$ cat config.mk
export PLATFORM = sky130hd
export DESIGN_NAME = axi4l_reg_slave_flat
export DESIGN_NICKNAME = d
export VERILOG_FILES = /design/src/rtl/axi4l_pkg.sv /design/src/rtl/axi4l_if.sv /design/src/rtl/axi4l_reg_bank.sv /design/src/rtl/axi4l_reg_slave.sv /design/src/flat_wrapper.sv
export SDC_FILE = /design/constraint.sdc
export NUM_CORES = 1
export LEC_CHECK = 0
export BUFFER_PORTS_ARGS = -buffer_cell sky130_fd_sc_hd__buf_4
export CORE_MARGIN = 10
export CORE_UTILIZATION = 25
export CTS_CLUSTER_DIAMETER = 80
export DETAILED_ROUTE_END_ITERATION = 16
export SETUP_SLACK_MARGIN = 0.2
export SYNTH_ARGS = -nofsm -noshare
export SYNTH_HDL_FRONTEND = slang
export SYNTH_SLANG_ARGS = --single-unit
$ cat constraint.sdc
create_clock -name aclk -period 3.3 [get_ports aclk]
set_clock_uncertainty 0.15 [all_clocks]
set_input_delay 0.33 -clock aclk [delete_from_list [all_inputs] [get_ports aclk]]
set_output_delay 0.33 -clock aclk [all_outputs]
set_load 0.01 [all_outputs]
$ cat src/rtl/axi4l_pkg.sv
// Shared AXI4-Lite types: response codes, FSM state encodings and address-to-register index decode.
// Pure declarations; no timing or flow control lives here.
package axi4l_pkg;

    typedef enum logic [1:0] {
        OKAY   = 2'b00,
        EXOKAY = 2'b01,
        SLVERR = 2'b10,
        DECERR = 2'b11
    } axi4l_resp_t;

    localparam int AXI4L_PROT_PRIV_BIT = 0;

    typedef enum logic [1:0] {
        WR_IDLE   = 2'd0,
        WR_COMMIT = 2'd1,
        WR_RESP   = 2'd2
    } wr_state_t;

    typedef enum logic {
        RD_IDLE = 1'b0,
        RD_DATA = 1'b1
    } rd_state_t;

    // Drops the byte-offset bits; the caller range-checks against the register count.
    function automatic logic [31:0] addr_to_index(input logic [31:0] addr, input int data_width);
        return addr >> $clog2(data_width / 8);
    endfunction

endpackage

$ cat src/rtl/axi4l_if.sv
// AXI4-Lite bus bundle with master and slave views.
// Standard valid/ready handshakes on all five channels.
interface axi4l_if
    import axi4l_pkg::*;
#(
    parameter int ADDR_WIDTH = 12,
    parameter int DATA_WIDTH = 32
);
    logic [ADDR_WIDTH-1:0]   awaddr;
    logic [2:0]              awprot;
    logic                    awvalid;
    logic                    awready;
    logic [DATA_WIDTH-1:0]   wdata;
    logic [DATA_WIDTH/8-1:0] wstrb;
    logic                    wvalid;
    logic                    wready;
    logic [1:0]              bresp;
    logic                    bvalid;
    logic                    bready;
    logic [ADDR_WIDTH-1:0]   araddr;
    logic [2:0]              arprot;
    logic                    arvalid;
    logic                    arready;
    logic [DATA_WIDTH-1:0]   rdata;
    logic [1:0]              rresp;
    logic                    rvalid;
    logic                    rready;

    modport master (
        output awaddr, awprot, awvalid, wdata, wstrb, wvalid, bready,
        output araddr, arprot, arvalid, rready,
        input  awready, wready, bresp, bvalid, arready, rdata, rresp, rvalid
    );

    modport slave (
        input  awaddr, awprot, awvalid, wdata, wstrb, wvalid, bready,
        input  araddr, arprot, arvalid, rready,
        output awready, wready, bresp, bvalid, arready, rdata, rresp, rvalid
    );

endinterface

$ cat src/rtl/axi4l_reg_bank.sv
// Register storage with a byte-strobed write port, combinational read port and per-register commit pulse.
// Write lands on the enabling edge; wr_pulse_o is high for the following cycle; no backpressure.
module axi4l_reg_bank
    import axi4l_pkg::*;
#(
    parameter  int DATA_WIDTH = 32,
    parameter  int NUM_REGS   = 16,
    localparam int IDX_W      = (NUM_REGS > 1) ? $clog2(NUM_REGS) : 1,
    localparam int STRB_W     = DATA_WIDTH / 8
) (
    input  logic                           aclk,
    input  logic                           aresetn,
    input  logic                           wr_en,
    input  logic [IDX_W-1:0]               wr_idx,
    input  logic [DATA_WIDTH-1:0]          wr_dat,
    input  logic [STRB_W-1:0]              wr_strb,
    input  logic [IDX_W-1:0]               rd_idx,
    output logic [DATA_WIDTH-1:0]          rd_dat,
    output logic [NUM_REGS*DATA_WIDTH-1:0] regs_o,
    output logic [NUM_REGS-1:0]            wr_pulse_o
);
    logic [DATA_WIDTH-1:0] regs_q [NUM_REGS];
    logic [DATA_WIDTH-1:0] regs_d [NUM_REGS];
    logic [NUM_REGS-1:0]   pulse_q;
    logic [NUM_REGS-1:0]   pulse_d;

    always_comb begin
        for (int i = 0; i < NUM_REGS; i++) begin
            regs_d[i]  = regs_q[i];
            pulse_d[i] = wr_en && (wr_idx == IDX_W'(i));
            for (int b = 0; b < STRB_W; b++) begin
                if (pulse_d[i] && wr_strb[b]) begin
                    regs_d[i][b*8 +: 8] = wr_dat[b*8 +: 8];
                end
            end
        end
    end

    always_ff @(posedge aclk or negedge aresetn) begin
        if (!aresetn) begin
            for (int i = 0; i < NUM_REGS; i++) begin
                regs_q[i] <= '0;
            end
            pulse_q <= '0;
        end else begin
            for (int i = 0; i < NUM_REGS; i++) begin
                regs_q[i] <= regs_d[i];
            end
            pulse_q <= pulse_d;
        end
    end

    always_comb begin
        regs_o = '0;
        for (int i = 0; i < NUM_REGS; i++) begin
            regs_o[i*DATA_WIDTH +: DATA_WIDTH] = regs_q[i];
        end
    end

    assign rd_dat     = (32'(rd_idx) < NUM_REGS) ? regs_q[rd_idx] : '0;
    assign wr_pulse_o = pulse_q;

endmodule

$ cat src/rtl/axi4l_reg_slave.sv
// AXI4-Lite register slave; AW/W handshake at edge N commits at N+1, one write and one read outstanding.
// Define AXI4L_REG_SLAVE_PROT_CHECK_EN to reject unprivileged accesses with SLVERR.
module axi4l_reg_slave
    import axi4l_pkg::*;
#(
    parameter  int ADDR_WIDTH = 12,
    parameter  int DATA_WIDTH = 32,
    parameter  int NUM_REGS   = 16,
    localparam int STRB_W     = DATA_WIDTH / 8,
    localparam int IDX_W      = (NUM_REGS > 1) ? $clog2(NUM_REGS) : 1
) (
    input  logic                           aclk,
    input  logic                           aresetn,
    axi4l_if.slave                         s_axi,
    output logic [NUM_REGS*DATA_WIDTH-1:0] regs_o,
    output logic [NUM_REGS-1:0]            wr_pulse_o
);
    wr_state_t             wr_state_q, wr_state_d;
    logic                  aw_held_q, aw_held_d, w_held_q, w_held_d;
    logic                  awready_q, awready_d, wready_q, wready_d;
    logic                  bvalid_q, bvalid_d;
    axi4l_resp_t           bresp_q, bresp_d;
    logic [ADDR_WIDTH-1:0] awaddr_q, awaddr_d;
    logic [2:0]            awprot_q, awprot_d;
    logic [DATA_WIDTH-1:0] wdata_q, wdata_d;
    logic [STRB_W-1:0]     wstrb_q, wstrb_d;

    rd_state_t             rd_state_q, rd_state_d;
    logic                  arready_q, arready_d, rvalid_q, rvalid_d;
    axi4l_resp_t           rresp_q, rresp_d;
    logic [DATA_WIDTH-1:0] rdata_q, rdata_d;

    logic [31:0]           wr_idx_full, rd_idx_full;
    logic                  wr_err, rd_err, commit;
    logic [DATA_WIDTH-1:0] bank_rdat;

    assign wr_idx_full = addr_to_index(32'(awaddr_q), DATA_WIDTH);
    assign rd_idx_full = addr_to_index(32'(s_axi.araddr), DATA_WIDTH);

`ifdef AXI4L_REG_SLAVE_PROT_CHECK_EN
    assign wr_err = (wr_idx_full >= 32'(NUM_REGS)) || !awprot_q[AXI4L_PROT_PRIV_BIT];
    assign rd_err = (rd_idx_full >= 32'(NUM_REGS)) || !s_axi.arprot[AXI4L_PROT_PRIV_BIT];
`else
    assign wr_err = (wr_idx_full >= 32'(NUM_REGS));
    assign rd_err = (rd_idx_full >= 32'(NUM_REGS));
    logic unused_prot;
    assign unused_prot = ^{awprot_q, s_axi.arprot};
`endif

    always_comb begin
        wr_state_d = wr_state_q;
        aw_held_d  = aw_held_q;
        w_held_d   = w_held_q;
        awready_d  = awready_q;
        wready_d   = wready_q;
        bvalid_d   = bvalid_q;
        bresp_d    = bresp_q;
        awaddr_d   = awaddr_q;
        awprot_d   = awprot_q;
        wdata_d    = wdata_q;
        wstrb_d    = wstrb_q;
        commit     = 1'b0;
        case (wr_state_q)
            WR_IDLE: begin
                if (s_axi.awvalid && awready_q) begin
                    awaddr_d  = s_axi.awaddr;
                    awprot_d  = s_axi.awprot;
                    aw_held_d = 1'b1;
                end
                if (s_axi.wvalid && wready_q) begin
                    wdata_d  = s_axi.wdata;
                    wstrb_d  = s_axi.wstrb;
                    w_held_d = 1'b1;
                end
                awready_d = !aw_held_d;
                wready_d  = !w_held_d;
                if (aw_held_d && w_held_d) begin
                    wr_state_d = WR_COMMIT;
                    awready_d  = 1'b0;
                    wready_d   = 1'b0;
                end
            end
            WR_COMMIT: begin
                commit     = 1'b1;
                bresp_d    = wr_err ? SLVERR : OKAY;
                bvalid_d   = 1'b1;
                aw_held_d  = 1'b0;
                w_held_d   = 1'b0;
                wr_state_d = WR_RESP;
            end
            WR_RESP: begin
                if (s_axi.bready) begin
                    bvalid_d   = 1'b0;
                    awready_d  = 1'b1;
                    wready_d   = 1'b1;
                    wr_state_d = WR_IDLE;
                end
            end
            default: wr_state_d = WR_IDLE;
        endcase
    end

    // The read samples the bank before this edge's commit lands, so same-edge reads see old data.
    always_comb begin
        rd_state_d = rd_state_q;
        arready_d  = arready_q;
        rvalid_d   = rvalid_q;
        rresp_d    = rresp_q;
        rdata_d    = rdata_q;
        case (rd_state_q)
            RD_IDLE: begin
                if (s_axi.arvalid && arready_q) begin
                    rdata_d    = rd_err ? '0 : bank_rdat;
                    rresp_d    = rd_err ? SLVERR : OKAY;
                    rvalid_d   = 1'b1;
                    arready_d  = 1'b0;
                    rd_state_d = RD_DATA;
                end
            end
            RD_DATA: begin
                if (s_axi.rready) begin
                    rvalid_d   = 1'b0;
                    arready_d  = 1'b1;
                    rd_state_d = RD_IDLE;
                end
            end
            default: rd_state_d = RD_IDLE;
        endcase
    end

    always_ff @(posedge aclk or negedge aresetn) begin
        if (!aresetn) begin
            wr_state_q <= WR_IDLE;
            aw_held_q  <= 1'b0;
            w_held_q   <= 1'b0;
            awready_q  <= 1'b1;
            wready_q   <= 1'b1;
            bvalid_q   <= 1'b0;
            bresp_q    <= OKAY;
            awaddr_q   <= '0;
            awprot_q   <= '0;
            wdata_q    <= '0;
            wstrb_q    <= '0;
            rd_state_q <= RD_IDLE;
            arready_q  <= 1'b1;
            rvalid_q   <= 1'b0;
            rresp_q    <= OKAY;
            rdata_q    <= '0;
        end else begin
            wr_state_q <= wr_state_d;
            aw_held_q  <= aw_held_d;
            w_held_q   <= w_held_d;
            awready_q  <= awready_d;
            wready_q   <= wready_d;
            bvalid_q   <= bvalid_d;
            bresp_q    <= bresp_d;
            awaddr_q   <= awaddr_d;
            awprot_q   <= awprot_d;
            wdata_q    <= wdata_d;
            wstrb_q    <= wstrb_d;
            rd_state_q <= rd_state_d;
            arready_q  <= arready_d;
            rvalid_q   <= rvalid_d;
            rresp_q    <= rresp_d;
            rdata_q    <= rdata_d;
        end
    end

    axi4l_reg_bank #(
        .DATA_WIDTH (DATA_WIDTH),
        .NUM_REGS   (NUM_REGS)
    ) u_bank (
        .aclk       (aclk),
        .aresetn    (aresetn),
        .wr_en      (commit && !wr_err),
        .wr_idx     (wr_idx_full[IDX_W-1:0]),
        .wr_dat     (wdata_q),
        .wr_strb    (wstrb_q),
        .rd_idx     (rd_idx_full[IDX_W-1:0]),
        .rd_dat     (bank_rdat),
        .regs_o     (regs_o),
        .wr_pulse_o (wr_pulse_o)
    );

    assign s_axi.awready = awready_q;
    assign s_axi.wready  = wready_q;
    assign s_axi.bvalid  = bvalid_q;
    assign s_axi.bresp   = bresp_q;
    assign s_axi.arready = arready_q;
    assign s_axi.rvalid  = rvalid_q;
    assign s_axi.rresp   = rresp_q;
    assign s_axi.rdata   = rdata_q;

endmodule

$ cat src/flat_wrapper.sv
// flat-port wrapper written by rule: the top's interface ports become plain ports
module axi4l_reg_slave_flat import axi4l_pkg::*;
#(
    parameter  int ADDR_WIDTH = 12,
    parameter  int DATA_WIDTH = 32,
    parameter  int NUM_REGS   = 16,
    localparam int STRB_W     = DATA_WIDTH / 8,
    localparam int IDX_W      = (NUM_REGS > 1) ? $clog2(NUM_REGS) : 1
)
  (aclk, aresetn, regs_o, wr_pulse_o, s_axi_awaddr, s_axi_awprot, s_axi_awvalid, s_axi_wdata, s_axi_wstrb, s_axi_wvalid, s_axi_bready, s_axi_araddr, s_axi_arprot, s_axi_arvalid, s_axi_rready, s_axi_awready, s_axi_wready, s_axi_bresp, s_axi_bvalid, s_axi_arready, s_axi_rdata, s_axi_rresp, s_axi_rvalid);
  axi4l_if #(.ADDR_WIDTH(ADDR_WIDTH), .DATA_WIDTH(DATA_WIDTH)) s_axi_i ();
  input  logic aclk;
  input  logic aresetn;
  output logic [NUM_REGS*DATA_WIDTH-1:0] regs_o;
  output logic [NUM_REGS-1:0] wr_pulse_o;
  input wire logic [$bits(s_axi_i.awaddr)-1:0] s_axi_awaddr;
  input wire logic [$bits(s_axi_i.awprot)-1:0] s_axi_awprot;
  input wire logic [$bits(s_axi_i.awvalid)-1:0] s_axi_awvalid;
  input wire logic [$bits(s_axi_i.wdata)-1:0] s_axi_wdata;
  input wire logic [$bits(s_axi_i.wstrb)-1:0] s_axi_wstrb;
  input wire logic [$bits(s_axi_i.wvalid)-1:0] s_axi_wvalid;
  input wire logic [$bits(s_axi_i.bready)-1:0] s_axi_bready;
  input wire logic [$bits(s_axi_i.araddr)-1:0] s_axi_araddr;
  input wire logic [$bits(s_axi_i.arprot)-1:0] s_axi_arprot;
  input wire logic [$bits(s_axi_i.arvalid)-1:0] s_axi_arvalid;
  input wire logic [$bits(s_axi_i.rready)-1:0] s_axi_rready;
  output wire logic [$bits(s_axi_i.awready)-1:0] s_axi_awready;
  output wire logic [$bits(s_axi_i.wready)-1:0] s_axi_wready;
  output wire logic [$bits(s_axi_i.bresp)-1:0] s_axi_bresp;
  output wire logic [$bits(s_axi_i.bvalid)-1:0] s_axi_bvalid;
  output wire logic [$bits(s_axi_i.arready)-1:0] s_axi_arready;
  output wire logic [$bits(s_axi_i.rdata)-1:0] s_axi_rdata;
  output wire logic [$bits(s_axi_i.rresp)-1:0] s_axi_rresp;
  output wire logic [$bits(s_axi_i.rvalid)-1:0] s_axi_rvalid;
  assign s_axi_i.awaddr = s_axi_awaddr;
  assign s_axi_i.awprot = s_axi_awprot;
  assign s_axi_i.awvalid = s_axi_awvalid;
  assign s_axi_i.wdata = s_axi_wdata;
  assign s_axi_i.wstrb = s_axi_wstrb;
  assign s_axi_i.wvalid = s_axi_wvalid;
  assign s_axi_i.bready = s_axi_bready;
  assign s_axi_i.araddr = s_axi_araddr;
  assign s_axi_i.arprot = s_axi_arprot;
  assign s_axi_i.arvalid = s_axi_arvalid;
  assign s_axi_i.rready = s_axi_rready;
  assign s_axi_awready = s_axi_i.awready;
  assign s_axi_wready = s_axi_i.wready;
  assign s_axi_bresp = s_axi_i.bresp;
  assign s_axi_bvalid = s_axi_i.bvalid;
  assign s_axi_arready = s_axi_i.arready;
  assign s_axi_rdata = s_axi_i.rdata;
  assign s_axi_rresp = s_axi_i.rresp;
  assign s_axi_rvalid = s_axi_i.rvalid;
  axi4l_reg_slave #(.ADDR_WIDTH(ADDR_WIDTH), .DATA_WIDTH(DATA_WIDTH), .NUM_REGS(NUM_REGS)) u_core (.aclk(aclk), .aresetn(aresetn), .s_axi(s_axi_i), .regs_o(regs_o), .wr_pulse_o(wr_pulse_o));
endmodule
# Word level (Yosys, flattened, before mapping)

Index checks and enable logic that the tools add are counted.

Magnitude comparators: 3
Equality and inequality tests: 21
Multiplexer cells: 32
Bitwise logic cells: 2
Reduce and logical (&&, ||, !) cells: 100

Operator list:

| cell                                                   | count |
|---|---|
| binary-select mux 32 bit (select 4 bit)                | 1 |
| two-way mux 32 bit                                     | 3 |
| logical AND 1 bit                                      | 85 |
| == test 4 bit (second input constant)                  | 8 |
| >= comparator 10 x 5 -> 1 bit (second input constant)  | 2 |
| == test 4 x 3 -> 1 bit (second input constant)         | 4 |
| one-hot mux 1 bit (2 select lines)                     | 8 |
| two-way mux 1 bit                                      | 15 |
| AND reduction 2 bit                                    | 7 |
| == test 4 x 2 -> 1 bit (second input constant)         | 2 |
| two-way mux 2 bit                                      | 4 |
| one-hot mux 2 bit (3 select lines)                     | 1 |
| nonzero test 2 bit                                     | 3 |
| >= comparator 5 bit (second input constant)            | 1 |
| NOT 4 -> 5 bit                                         | 1 |
| == test 4 x 1 -> 1 bit (second input constant)         | 1 |
| zero test 4 bit                                        | 1 |
| inequality test 2 x 1 -> 1 bit (second input constant) | 2 |
| inequality test 2 bit (second input constant)          | 2 |
| zero test 1 bit                                        | 3 |
| == test 2 x 1 -> 1 bit (second input constant)         | 1 |
| == test 2 bit (second input constant)                  | 1 |
| zero test 2 bit                                        | 1 |
| NOT 1 bit                                              | 1 |

Flip-flop bits (word level): 622
Input port bits: 73
Output and inout bits: 569
Word-level logic and storage cells: 238

# Depth between registers and ports, before layout

Gate-level depths: netlist (run 1).

Depth in word-level cells: 6
Gate-level depth with buffers: 7
Gate-level depth less buffers: 4

# Hierarchy

Synthesis (run 1) repeated with hierarchy kept, for this count alone.

Cells, all modules: 1762
Area, all modules: 27422.6 sq um

By module, submodules not included:

| module          | instances | cells each | area an instance (sq um) | sequential area each (sq um) |
|---|---|---|---|---|
| axi4l_reg_bank  | 1         | 1472       | 23906.7                  | 13212.7 |
| axi4l_reg_slave | 1         | 290        | 3515.9                   | 2255.9 |

# Worst setup path after synthesis (run 1)

No wires, ideal clock.

Path type: reg-to-reg
Start: reg u_core.wr_state_q[1]
End: reg u_core.u_bank.regs_q, in the netlist u_core.u_bank.regs_o[480]
Library setup time: 125 ps
Data arrival time: 2066 ps
Required time: 3025 ps
Slack: 959 ps
Stages on the path, launching flop included: 8
Buffers on the path: 3
Period minus slack after synthesis: 2341 ps
Path through: dfrtp_1 > or4b_1 > clkbuf_1 > nor2_1 > buf_4 > and3_1 > buf_4 > mux2_2

Cells in the longest elaborated chain, start to end: 5

Ends and longest elaborated chain:

| item                           | line                   | text |
|---|---|---|
| start: declaration             | axi4l_reg_slave.sv:18  | `wr_state_t wr_state_q, wr_state_d;` |
| start signal: assignment       | axi4l_reg_slave.sv:150 | `wr_state_q <= wr_state_d;` |
| == test 2 x 1 -> 1 bit         | axi4l_reg_slave.sv:63  | `case (wr_state_q)` |
| two-way mux 1 bit              | axi4l_reg_slave.sv:63  |  |
| logical AND 1 bit              | axi4l_reg_slave.sv:175 | `.wr_en (commit && !wr_err),` |
| logical AND 1 bit              | axi4l_reg_bank.sv:30   | `pulse_d[i] = wr_en && (wr_idx == IDX_W'(i));` |
| logical AND 1 bit              | axi4l_reg_bank.sv:32   | `if (pulse_d[i] && wr_strb[b]) begin` |
| end signal: indexed assignment | axi4l_reg_bank.sv:47   | `regs_q[i] <= regs_d[i];` |
| end: declaration               | axi4l_reg_bank.sv:22   | `logic [DATA_WIDTH-1:0] regs_q [NUM_REGS];` |

Every way passes these cells.
A chain may end at the register's enable or synchronous reset.

# Worst setup path after layout (run 1)

Start: reg u_core.wr_state_q[1]
End: reg u_core.u_bank.regs_q, in the netlist u_core.u_bank.regs_o[346]

The elaborated chain is that of the path after synthesis.

==> results of run 1 <==
## stage by stage
stage	cell area (um^2)	power [uW]	hold WS, ns	cells
after floorplan	27400	10700	-0.116	1696
after global placement	34400	12400	0.222	3717
after detailed placement	34400	12400	0.223	3717
after CTS	37400	21000	0.0534	3906
after global routing	37400	21700	0.116	3908
final	37400	20700	0.119	3909
## cell usage after synthesis, types with 2 or more instances
cell      instances
a21o_1            2
a21oi_1           6
a22o_1           32
and2_1            3
and3_1           14
buf_1             9
buf_2            20
buf_4            13
clkbuf_1         70
dfrtp_1         615
dfstp_2           3
inv_1             6
mux2_1            5
mux2_2          553
mux2i_1          96
mux4_2          128
nand2_1           6
nand2b_1          3
nand3_1          11
nand3_2          24
nand3b_1          2
nor2_1           19
nor2_2           18
nor2_4            5
nor2_8            5
nor2b_1           2
nor3_1            4
nor4_1            2
o21ai_0           5
or4_1             3
## cell families after synthesis
group / after synthesis / synth area share, %
muxes: 782 / 36.9
DFF: 618 / 56.4
AOI/OAI and AO/OA: 48 / 1.37
buffers and inverters: 119 / 1.92
other: 1 / 0.0137
and+or+nand+nor: 127 / 3.42
## layer usage
layer / track usage (%) / vias to the layer above / wire length, um
met5: 0 / - / 13
met4: 5.27 / 2 / 2980
met3: 5.30 / 142 / 8330
met2: 28.4 / 621 / 53600
met1: 21.9 / 9913 / 45700
li1: - / 7867 / -
## repair_timing
item	4_1_cts	5_1_grt
hold buffers	51	0
endpoints found under the hold margin	112	0
gates resized for setup	0	0
## placed cells by master, fill, tap and decap left out, types with 4 or more instances in the layout
cell           instances
a21oi_1                6
a22o_1                32
and3_1                13
buf_12                15
buf_4                702
bufinv_16              6
clkbuf_1              18
clkbuf_16             77
clkbuf_8              10
clkinv_2              15
dfrtp_1              615
dlygate4sd3_1         51
inv_1                  6
inv_6                  7
mux2_1                 5
mux2_2               553
mux2i_1               96
mux4_2               128
nand2_1                6
nand3_1               10
nand3_2               24
nor2_1                17
nor2_2                20
nor2_4                 5
nor2_8                 5
nor3_1                 4
o21ai_0                5
## final cells by class
type	count	share of cell area (%)
repair buffers	771	16.4
multi-input cells	959	30.7
flip-flops and latches	618	41.4
well taps	1414	4.73
clock buffers	105	5.70
inverters	6	0.0602
diodes	3	0.0201
clock inverters	33	1.01
## sequential cells by signal, indices dropped and copies added, names as in the netlist
register / flops
u_core.aw_held_q: 1
u_core.awaddr_q: 10
u_core.rd_state_q: 1
u_core.s_axi.arready: 1
u_core.s_axi.awready: 1
u_core.s_axi.bresp: 1
u_core.s_axi.bvalid: 1
u_core.s_axi.rdata: 32
u_core.s_axi.rresp: 1
u_core.s_axi.rvalid: 1
u_core.s_axi.wready: 1
u_core.u_bank.regs_o: 512
u_core.u_bank.wr_pulse_o: 16
u_core.w_held_q: 1
u_core.wdata_q: 32
u_core.wr_state_q: 2
u_core.wstrb_q: 4
## worst paths after layout
kind	start	to	slack, ns	cells after the start
worst min-delay path	s_axi_araddr[6]	u_core.s_axi.rresp[1]	0.12	4
worst max register to register	u_core.wr_state_q[1]	u_core.u_bank.regs_o[346]	0.38	4
worst min register to register	u_core.rd_state_q	u_core.s_axi.rvalid	0.34	1
min in group asynchronous	aresetn	u_core.u_bank.regs_o[394]	0.14	2
worst max-delay path	u_core.wr_state_q[1]	u_core.u_bank.regs_o[346]	0.38	4
max in group asynchronous	aresetn	u_core.u_bank.regs_o[475]	1.90	3
## power by group
part | switching, uW | internal (uW)
clock | 3400 | 5020
sequential | 1490 | 8160
combinational | 1340 | 1330
total | 6220 | 14500
## worst max-delay path: stages, from the launching register on
cell	delay (ns)
dfrtp_1	0.47
or4b_1	0.79
or2_1	0.54
nor2_4	0.44
mux2_2	0.39
==> results by group, run 1 <==
Outcome
  – Status: completed

Setup path
  – Arrival @ worst endpoint: about 3.3 ns
  – CP endpoint kind: register
  – Setup crit start kind: register
  – Kind of critical path: reg -> reg
  – Crit Path Max Fanout: 8
  – CP Data Required Time: 3.66 ns

Clocking
  – H-tree depth: 3
  – Clock Latency Late Sink: 0.63 ns
  – TritonCTS Sinks: roughly 620
  – # Post-CTS Setup Buffers: 0
  – TritonCTS Buffers: between 70 and 80
  – CTS tree: yes
  – CTS Root Cell: clkbuf_16
  – Max Buffers Root-to-Sink: 3
  – CTS clk-pin slew, worst paths: 0.06 ns

Power
  – Leak pwr: ~0.019 uW
  – Maximum vdd drop: roughly 0.53 mV
  – Power per cell area: about 550 mW/mm^2

STA
  – Post-route setup TNS: 0 ns
  – Hold Violations, Final: 0
  – Pins Over Slew Limit: 0
  – Final period util: about nine tenths
  – Relative slew slack: around 45%
  – Max Freq: between 0.3 and 0.4 GHz
  – RSZ-0062 raised after global routing: false
  – Worst-Margin Slew: just over 0.8 ns
  – Setup Viol. Count Final: 0
  – Period minus WS final: about 2.9 ns
  – PnR worst setup slack: approximately 0.38 ns

Placement
  – Final HPWL DP: 79600 um
  – GPL Wtd Cong: 0.815
  – # port buffers: between 600 and 700
  – Pre-CTS setup slack: approximately 0.37 ns

Route
  – Wirelength per Cell: about 28 um
  – Routed vias/inst: roughly 4.7
  – First-pass DRT Iterations: 4
  – Routed via count: between 15000 and 20000
  – Total wire length: about 110000 um
  – Drc violations: 0
  – Post-route ant nets: 0
  – Initial detailed-routing violation count: between 1000 and 1500

GRT
  – First-pass GRT wire length: 153000 um
  – GRT overflow: 0
  – GRT Resource Usage Total: 17.4%
  – Initial antenna violation count: 6
  – Vias in the first global route: roughly 19000
  – Pin count of the biggest net entering global routing: between 70 and 80

Logic synthesis
  – Distinct cells, synth: 41
  – Biggest area consumer among synthesized cells: dfrtp_1
  – Seq/Total Area, Yosys: between 50% and 60%
  – Post-Syn Instances: about 1700
  – Synth area leaders: dfrtp_1 (56%), mux2_2 (23%), mux4_2 (11%), mux2i_1 (3.5%), a22o_1 (1.0%)
  – Top-area cell type share of the netlist area: 56.1%
  – Post-synth EDFFs: 0
  – Share of synthesized registers carrying an async set or reset: 100%
  – Ys Warns: 0
  – Synthesized flop and latch total: about 600
  – Avg Inst Size Synth: ~16 um^2
  – Top FF cell, synth: dfrtp_1
  – Cell Area, Synth: 0.0274 mm^2

Die
  – Die Wd: between 300 and 400 um
  – I/O pin total: between 600 and 700
  – Initial Utilization: between 20% and 30%
  – Die span in y: between 300 and 400 um
  – Core Region: 0.109 mm^2
  – Die Area: approximately 0.12 mm^2
  – Site row count: between 100 and 150

Final layout
  – Layout cell share with drive strength beyond 1: between 60 and 70%
  – Area of the multi-input gates: 0.0115 mm^2
  – Area grow syn2layout: 36.2%
  – Nets@finish: roughly 2500
  – Reg area: between 0.015 and 0.02 mm^2
  – Final Core Density: about 34%
  – Fillers: ~11000

Run
  – Max-cap violation count: 0

Worst hold path
  – Worst min-delay path category: in -> reg
No activity file was read; power rests on OpenSTA's default activity.
==> run 2, diff against run 1 <==
==> constraint.sdc (replaced) <==
create_clock -name aclk -period 3.3 [get_ports aclk]
set_clock_uncertainty 0.15 [all_clocks]
set_input_delay 0.495 -clock aclk [delete_from_list [all_inputs] [get_ports aclk]]
set_output_delay 0.495 -clock aclk [all_outputs]
set_load 0.01 [all_outputs]
==> run 2 against run 1 <==
  * Die area stayed put
  * Non-clock buffer count is 17 higher
  * Total power is 0.51% lower
  * Via count hardly changed
  * Register-to-register slack hardly changed
  * Worst hold slack better by 0.12 ns
  * Sequential power hardly changed
  * Critical path type unchanged
  * Highest routed layer unchanged
==> results by group, run 2 (synthesized netlist as in run 1, its figures left out) <==
Die
  – Initial Utilization: 25.2%
  – Core Region: approximately 0.11 mm^2
  – Die Area: roughly 0.12 mm^2
  – I/O pin total: 642
  – Die span in y: 351 um
  – Die Wd: 351 um
  – Site row count: 121

Final layout
  – Layout cell share with drive strength beyond 1: a little under two thirds
  – Area grow syn2layout: 37.0%
  – Commonest non-fill, non-tap cell in the layout: buf_4
  – Commonest non-fill, non-tap cells in the layout: buf_4 (708), dfrtp_1 (615), mux2_2 (553)
  – Nets@finish: between 2000 and 3000
  – Max reg flops: 512

Setup path
  – CP top delay family: simple AND/OR/NAND/NOR gates
  – Worst path slowest cell: or4b_1
  – Crit Path Max Fanout: 13
  – R2R Path Start: u_core.wr_state_q[1]
  – Worst path buffer plus inverter count: 1
  – Reg-to-reg setup timing slack: ~0.39 ns
  – Arrival @ worst endpoint: approximately 3.3 ns
  – Worst reg2reg path depth: 5
  – Kind of critical path: reg -> reg
  – Worst path max stage delay: 0.78 ns
  – Reg2reg end: u_core.u_bank.regs_o[496]
  – CP Data Required Time: ~3.7 ns
  – CP endpoint kind: register
  – Crit path cell chain: or4b_1, nor2_2, buf_12, and3_1, mux2_2
  – Setup crit start kind: register
  – Worst path depth: 5

GRT
  – Pin count of the biggest net entering global routing: 75
  – GRT overflow: 0
  – Initial antenna violation count: 6
  – First-pass GRT wire length: approximately 150000 um
  – Vias in the first global route: between 15000 and 20000
  – GRT Resource Usage Total: 17.5%

Worst hold path
  – Worst min-delay path category: in -> reg
  – Hold wc startpoint: s_axi_araddr[5]
  – Worst Hold End: u_core.s_axi.rdata[21]
  – Hold Crit Depth: 3

STA
  – Max Freq: approximately 0.34 GHz
  – Hold WS: ~0.23 ns
  – Post-route setup TNS: 0 ns
  – Setup Viol. Count Final: 0
  – Hold Violations, Final: 0
  – PnR worst setup slack: 0.387 ns
  – Pins Over Slew Limit: 0
  – Final period util: around 88%
  – Relative slew slack: between 40 and 50%
  – Worst-Margin Slew: 0.794 ns
  – Period minus WS final: 2.91 ns
  – RSZ-0062 raised after global routing: false

Power
  – Power per cell area: about 550 mW/mm^2
  – Leak pwr: approximately 0.019 uW
  – Maximum vdd drop: 0.449 mV

Placement
  – GPL Wtd Cong: 0.811
  – Final HPWL DP: between 80000 and 90000 um
  – Pre-CTS setup slack: between 0.3 and 0.4 ns
  – # port buffers: around 630

Clocking
  – # Post-CTS Setup Buffers: 0
  – Max Buffers Root-to-Sink: 3
  – H-tree depth: 3
  – TritonCTS Sinks: about 620
  – CTS Root Cell: clkbuf_16
  – CTS tree: yes
  – CTS clk-pin slew, worst paths: approximately 0.060 ns
  – Clock Latency Late Sink: approximately 0.65 ns
  – TritonCTS Buffers: roughly 80

Route
  – First-pass DRT Iterations: 7
  – Drc violations: 0
  – Routed vias/inst: between 4 and 5
  – Wirelength per Cell: between 20 and 30 um
  – Routed via count: 18500
  – Initial detailed-routing violation count: ~960
  – Post-route ant nets: 0
  – Total wire length: roughly 110000 um

Run
  – Max-cap violation count: 0

Outcome
  – Status: completed
-- run 2: changes by cell type in the layout (fill, tap and decap cells not counted), sizes merged --
cell,change
buf,+17
clkbuf,+5
bufinv,-4
clkinv,+3
diode,-2
clkinvlp,-1
inv,+1
-- run 2: what timing repair did --
item                      CTS  global route
gates resized for setup     0             0
hold buffers               51             0
hold endpoints to repair  105             0
-- run 2: power by group --
part | total (uW) | switching, uW | internal [uW]
combinational | 2700 | 1330 | 1370
clock | 8300 | 3510 | 4790
sequential | 9640 | 1480 | 8160
total | 20600 | 6310 | 14300
-- run 2: how the worst max path moves through the flow --
stage	to	startpoint
2_1_floorplan	u_core.u_bank.regs_o[480]	u_core.wr_state_q[1]
3_3_place_gp	u_core.u_bank.regs_o[496]	u_core.wr_state_q[1]
3_5_place_dp	u_core.u_bank.regs_o[496]	u_core.wr_state_q[1]
4_1_cts	u_core.u_bank.regs_o[502]	u_core.wr_state_q[1]
5_1_grt	u_core.u_bank.regs_o[496]	u_core.wr_state_q[1]
6_report	u_core.u_bank.regs_o[496]	u_core.wr_state_q[1]
-- run 2: through the flow --
stage | cell area [um^2] | std cells | power [uW] | util [%]
6_report | 37600 | 3928 | 20600 | 34.5
3_3_place_gp | 34600 | 3734 | 12400 | 31.8
4_1_cts | 37600 | 3927 | 20900 | 34.5
5_1_grt | 37600 | 3927 | 21500 | 34.5
3_5_place_dp | 34600 | 3734 | 12500 | 31.8
2_1_floorplan | 27400 | 1696 | 10700 | -
-- run 2: area by class of cell --
class                           count  area (um^2)
Antenna cell                        1         2.50
Sequential cell                   618        15500
Clock inverter                     32          309
Timing Repair Buffer              788         6390
Inverter                            6         22.5
Clock buffer                      110         2160
Fill cell                       10600        71200
Multi-Input combinational cell    959        11500
Tap cell                         1414         1770
-- run 2: metal layers --
| metal | GRT usage, % | part of all wire, % |
|---|---|---|
| met5 | 0 | 0.024 |
| met4 | 5.10 | 2.8 |
| met3 | 5.77 | 7.5 |
| met2 | 29.0 | 49 |
| met1 | 21.4 | 41 |
-- run 2: tightest hold or removal path: cells and delay by family --
family	cells	cell delay [ns]
buf+inv	1	0.19
mux	1	0.16
compound gates	1	0.14
==> run 3, diff against run 2 <==
--- a/config.mk
+++ b/config.mk
@@ -6,8 +6,9 @@
 export NUM_CORES = 1
 export LEC_CHECK = 0
 export BUFFER_PORTS_ARGS = -buffer_cell sky130_fd_sc_hd__buf_4
-export CORE_MARGIN = 10
+export CORE_MARGIN = 1.5
 export CORE_UTILIZATION = 25
+export CTS_BUF_LIST = sky130_fd_sc_hd__clkbuf_4 sky130_fd_sc_hd__clkbuf_8 sky130_fd_sc_hd__clkbuf_16
 export CTS_CLUSTER_DIAMETER = 80
 export DETAILED_ROUTE_END_ITERATION = 16
 export SETUP_SLACK_MARGIN = 0.2
==> run 3 against run 2 <==
  * Critical path depth is the same
  * Sequential power grew 0.4%
  * Critical path type unchanged
  * Largest power group unchanged
  * Highest routed layer unchanged
  * Critical endpoint is now u_core.u_bank.regs_o[104]
  * Sequential cell count stayed put
  * Utilization up 0.055 points
  * Combinational power is 2% lower
  * Fmax decreased by 3.0%
==> results by group, run 3 (synthesized netlist as in run 1, its figures left out) <==
STA
  – Period minus WS final: between 3 and 4 ns
  – PnR worst setup slack: roughly 0.30 ns
  – Setup Viol. Count Final: 0
  – Relative slew slack: 29.9%
  – Post-route setup TNS: 0 ns
  – RSZ-0062 raised after global routing: false
  – Pins Over Slew Limit: 0
  – Max Freq: about 0.33 GHz
  – Worst-Margin Slew: between 1 and 1.5 ns
  – Hold Violations, Final: 0
  – Final period util: between 90% and 100%

Placement
  – Area after DPL: between 0.03 and 0.04 mm^2
  – # port buffers: approximately 630
  – Pre-CTS setup slack: 0.256 ns
  – GPL Wtd Cong: between 0.8 and 0.9
  – Placed cell count: around 3700
  – Final HPWL DP: about 74000 um

Outcome
  – Status: completed

Setup path
  – Reg2reg end: u_core.u_bank.regs_o[104]
  – Arrival @ worst endpoint: roughly 3.4 ns
  – CP Capture Point: u_core.u_bank.regs_o[104]
  – CP endpoint kind: register
  – Worst path max stage delay: about 0.8 ns
  – R2R Path Start: u_core.wr_state_q[1]
  – Crit path cell chain: or4b_1, nor3_4, buf_4, and3_1, mux2_2
  – Worst Setup SP: u_core.wr_state_q[1]
  – Crit Path Max Fanout: 12
  – CP Data Required Time: between 3 and 4 ns
  – Reg-to-reg setup timing slack: approximately 0.30 ns
  – Worst path slowest cell: or4b_1
  – Setup crit start kind: register
  – Worst reg2reg path depth: 5
  – Kind of critical path: reg -> reg

Clocking
  – Max Buffers Root-to-Sink: 3
  – TritonCTS Sinks: ~600
  – Clock Latency Late Sink: roughly 0.63 ns
  – H-tree depth: 3
  – CTS Root Cell: clkbuf_16
  – CTS clk-pin slew, worst paths: ~0.060 ns
  – TritonCTS Buffers: between 70 and 80
  – # Post-CTS Setup Buffers: 0
  – CTS tree: yes

GRT
  – Vias in the first global route: 19500
  – First-pass GRT wire length: between 100000 and 150000 um
  – GRT overflow: 0
  – Initial antenna violation count: 1
  – Pin count of the biggest net entering global routing: 70
  – GRT Resource Usage Total: a little under a fifth

Route
  – Routed via count: approximately 18000
  – Drc violations: 0
  – Initial detailed-routing violation count: roughly 750
  – Routed vias/inst: 4.72
  – First-pass DRT Iterations: 5
  – Total wire length: around 100000 um
  – Wirelength per Cell: between 20 and 30 um
  – Post-route ant nets: 0

Final layout
  – Nets@finish: ~2500
  – Max reg flops: 512
  – Fin cells: approximately 3900
  – Post-route cell area: ~0.038 mm^2
  – Area grow syn2layout: 37.3%
  – Commonest non-fill, non-tap cell in the layout: buf_4
  – Layout cell share with drive strength beyond 1: around 64%
  – Commonest non-fill, non-tap cells in the layout: buf_4 (699), dfrtp_1 (615), mux2_2 (553)

Power
  – Maximum vdd drop: approximately 0.42 mV
  – Power per cell area: 562 mW/mm^2
  – Leak pwr: roughly 0.019 uW

Run
  – Max-cap violation count: 0

Die
  – Initial Utilization: 25.2%
  – I/O pin total: roughly 640
  – Die Wd: roughly 330 um
  – Die span in y: between 300 and 400 um
  – Site row count: 121
  – Core Region: about 0.11 mm^2
  – Die Area: 0.112 mm^2

Worst hold path
  – Hold wc startpoint: s_axi_araddr[7]
  – Worst min-delay path category: in -> reg
-- run 3: cell count changes in the layout (fill, tap and decap cells not counted), sizes merged --
| cell | delta |
|---|---|
| clkinv | -13 |
| buf | -12 |
| bufinv | +6 |
| inv | -5 |
| clkinvlp | +2 |
| clkbuf | +1 |
-- run 3: worst max-delay path: cells and delay by family (launching register included) --
family                 cells  cell delay [ns]
multiplexers               1             0.41
buffers and inverters      1             0.26
AND/OR/NAND/NOR            3             1.58
flip-flops                 1             0.46
-- run 3: layout make-up --
class	instances	area (um^2)
fill	10600	71200
sequential	618	15500
multi-input combinational	959	11500
timing repair buffer	776	6260
clock buffer	111	2320
tap	1414	1770
clock inverter	22	333
inverter	6	22.5
antenna	1	2.50
-- run 3: report_power, final --
part / switching (uW) / internal [uW]
clock: 3340 / 5500
combinational: 1290 / 1350
sequential: 1510 / 8160
total: 6140 / 15000
-- run 3: routing by layer --
layer / global-route usage (%) / up-vias / part of all wire, %
li1: - / 7845 / -
met1: 23.5 / 9842 / 43
met2: 30.0 / 582 / 48
met3: 5.07 / 157 / 6.1
met4: 6.39 / 2 / 3.3
met5: 0 / - / 0.013
-- run 3: through the flow --
| stage | power [uW] | utilization [%] | hold slack, ns |
|---|---|---|---|
| 5_1_grt | 22000 | 34.6 | 0.280 |
| 2_1_floorplan | 10700 | - | 0.0494 |
| 6_report | 21200 | 34.6 | 0.298 |
| 3_3_place_gp | 12400 | 31.7 | 0.314 |
| 4_1_cts | 21400 | 34.6 | 0.229 |
| 3_5_place_dp | 12400 | 31.7 | 0.316 |
-- run 3: timing repair --
action | CTS | global route
gates resized for setup | 0 | 2
hold endpoints to repair | 110 | 0
endpoints found under the setup margin | 0 | 17
hold buffers | 51 | 0
-- run 3: worst min path at each step --
stage | endpoint | slack, ns | cells after the start
detailed placement | u_core.w_held_q | 0.32 | 1
floorplan | u_core.aw_held_q | 0.05 | 0
global route | u_core.s_axi.rdata[6] | 0.28 | 4
CTS | u_core.s_axi.rresp[1] | 0.23 | 4
finish | u_core.s_axi.rresp[1] | 0.30 | 4
global placement | u_core.w_held_q | 0.31 | 1
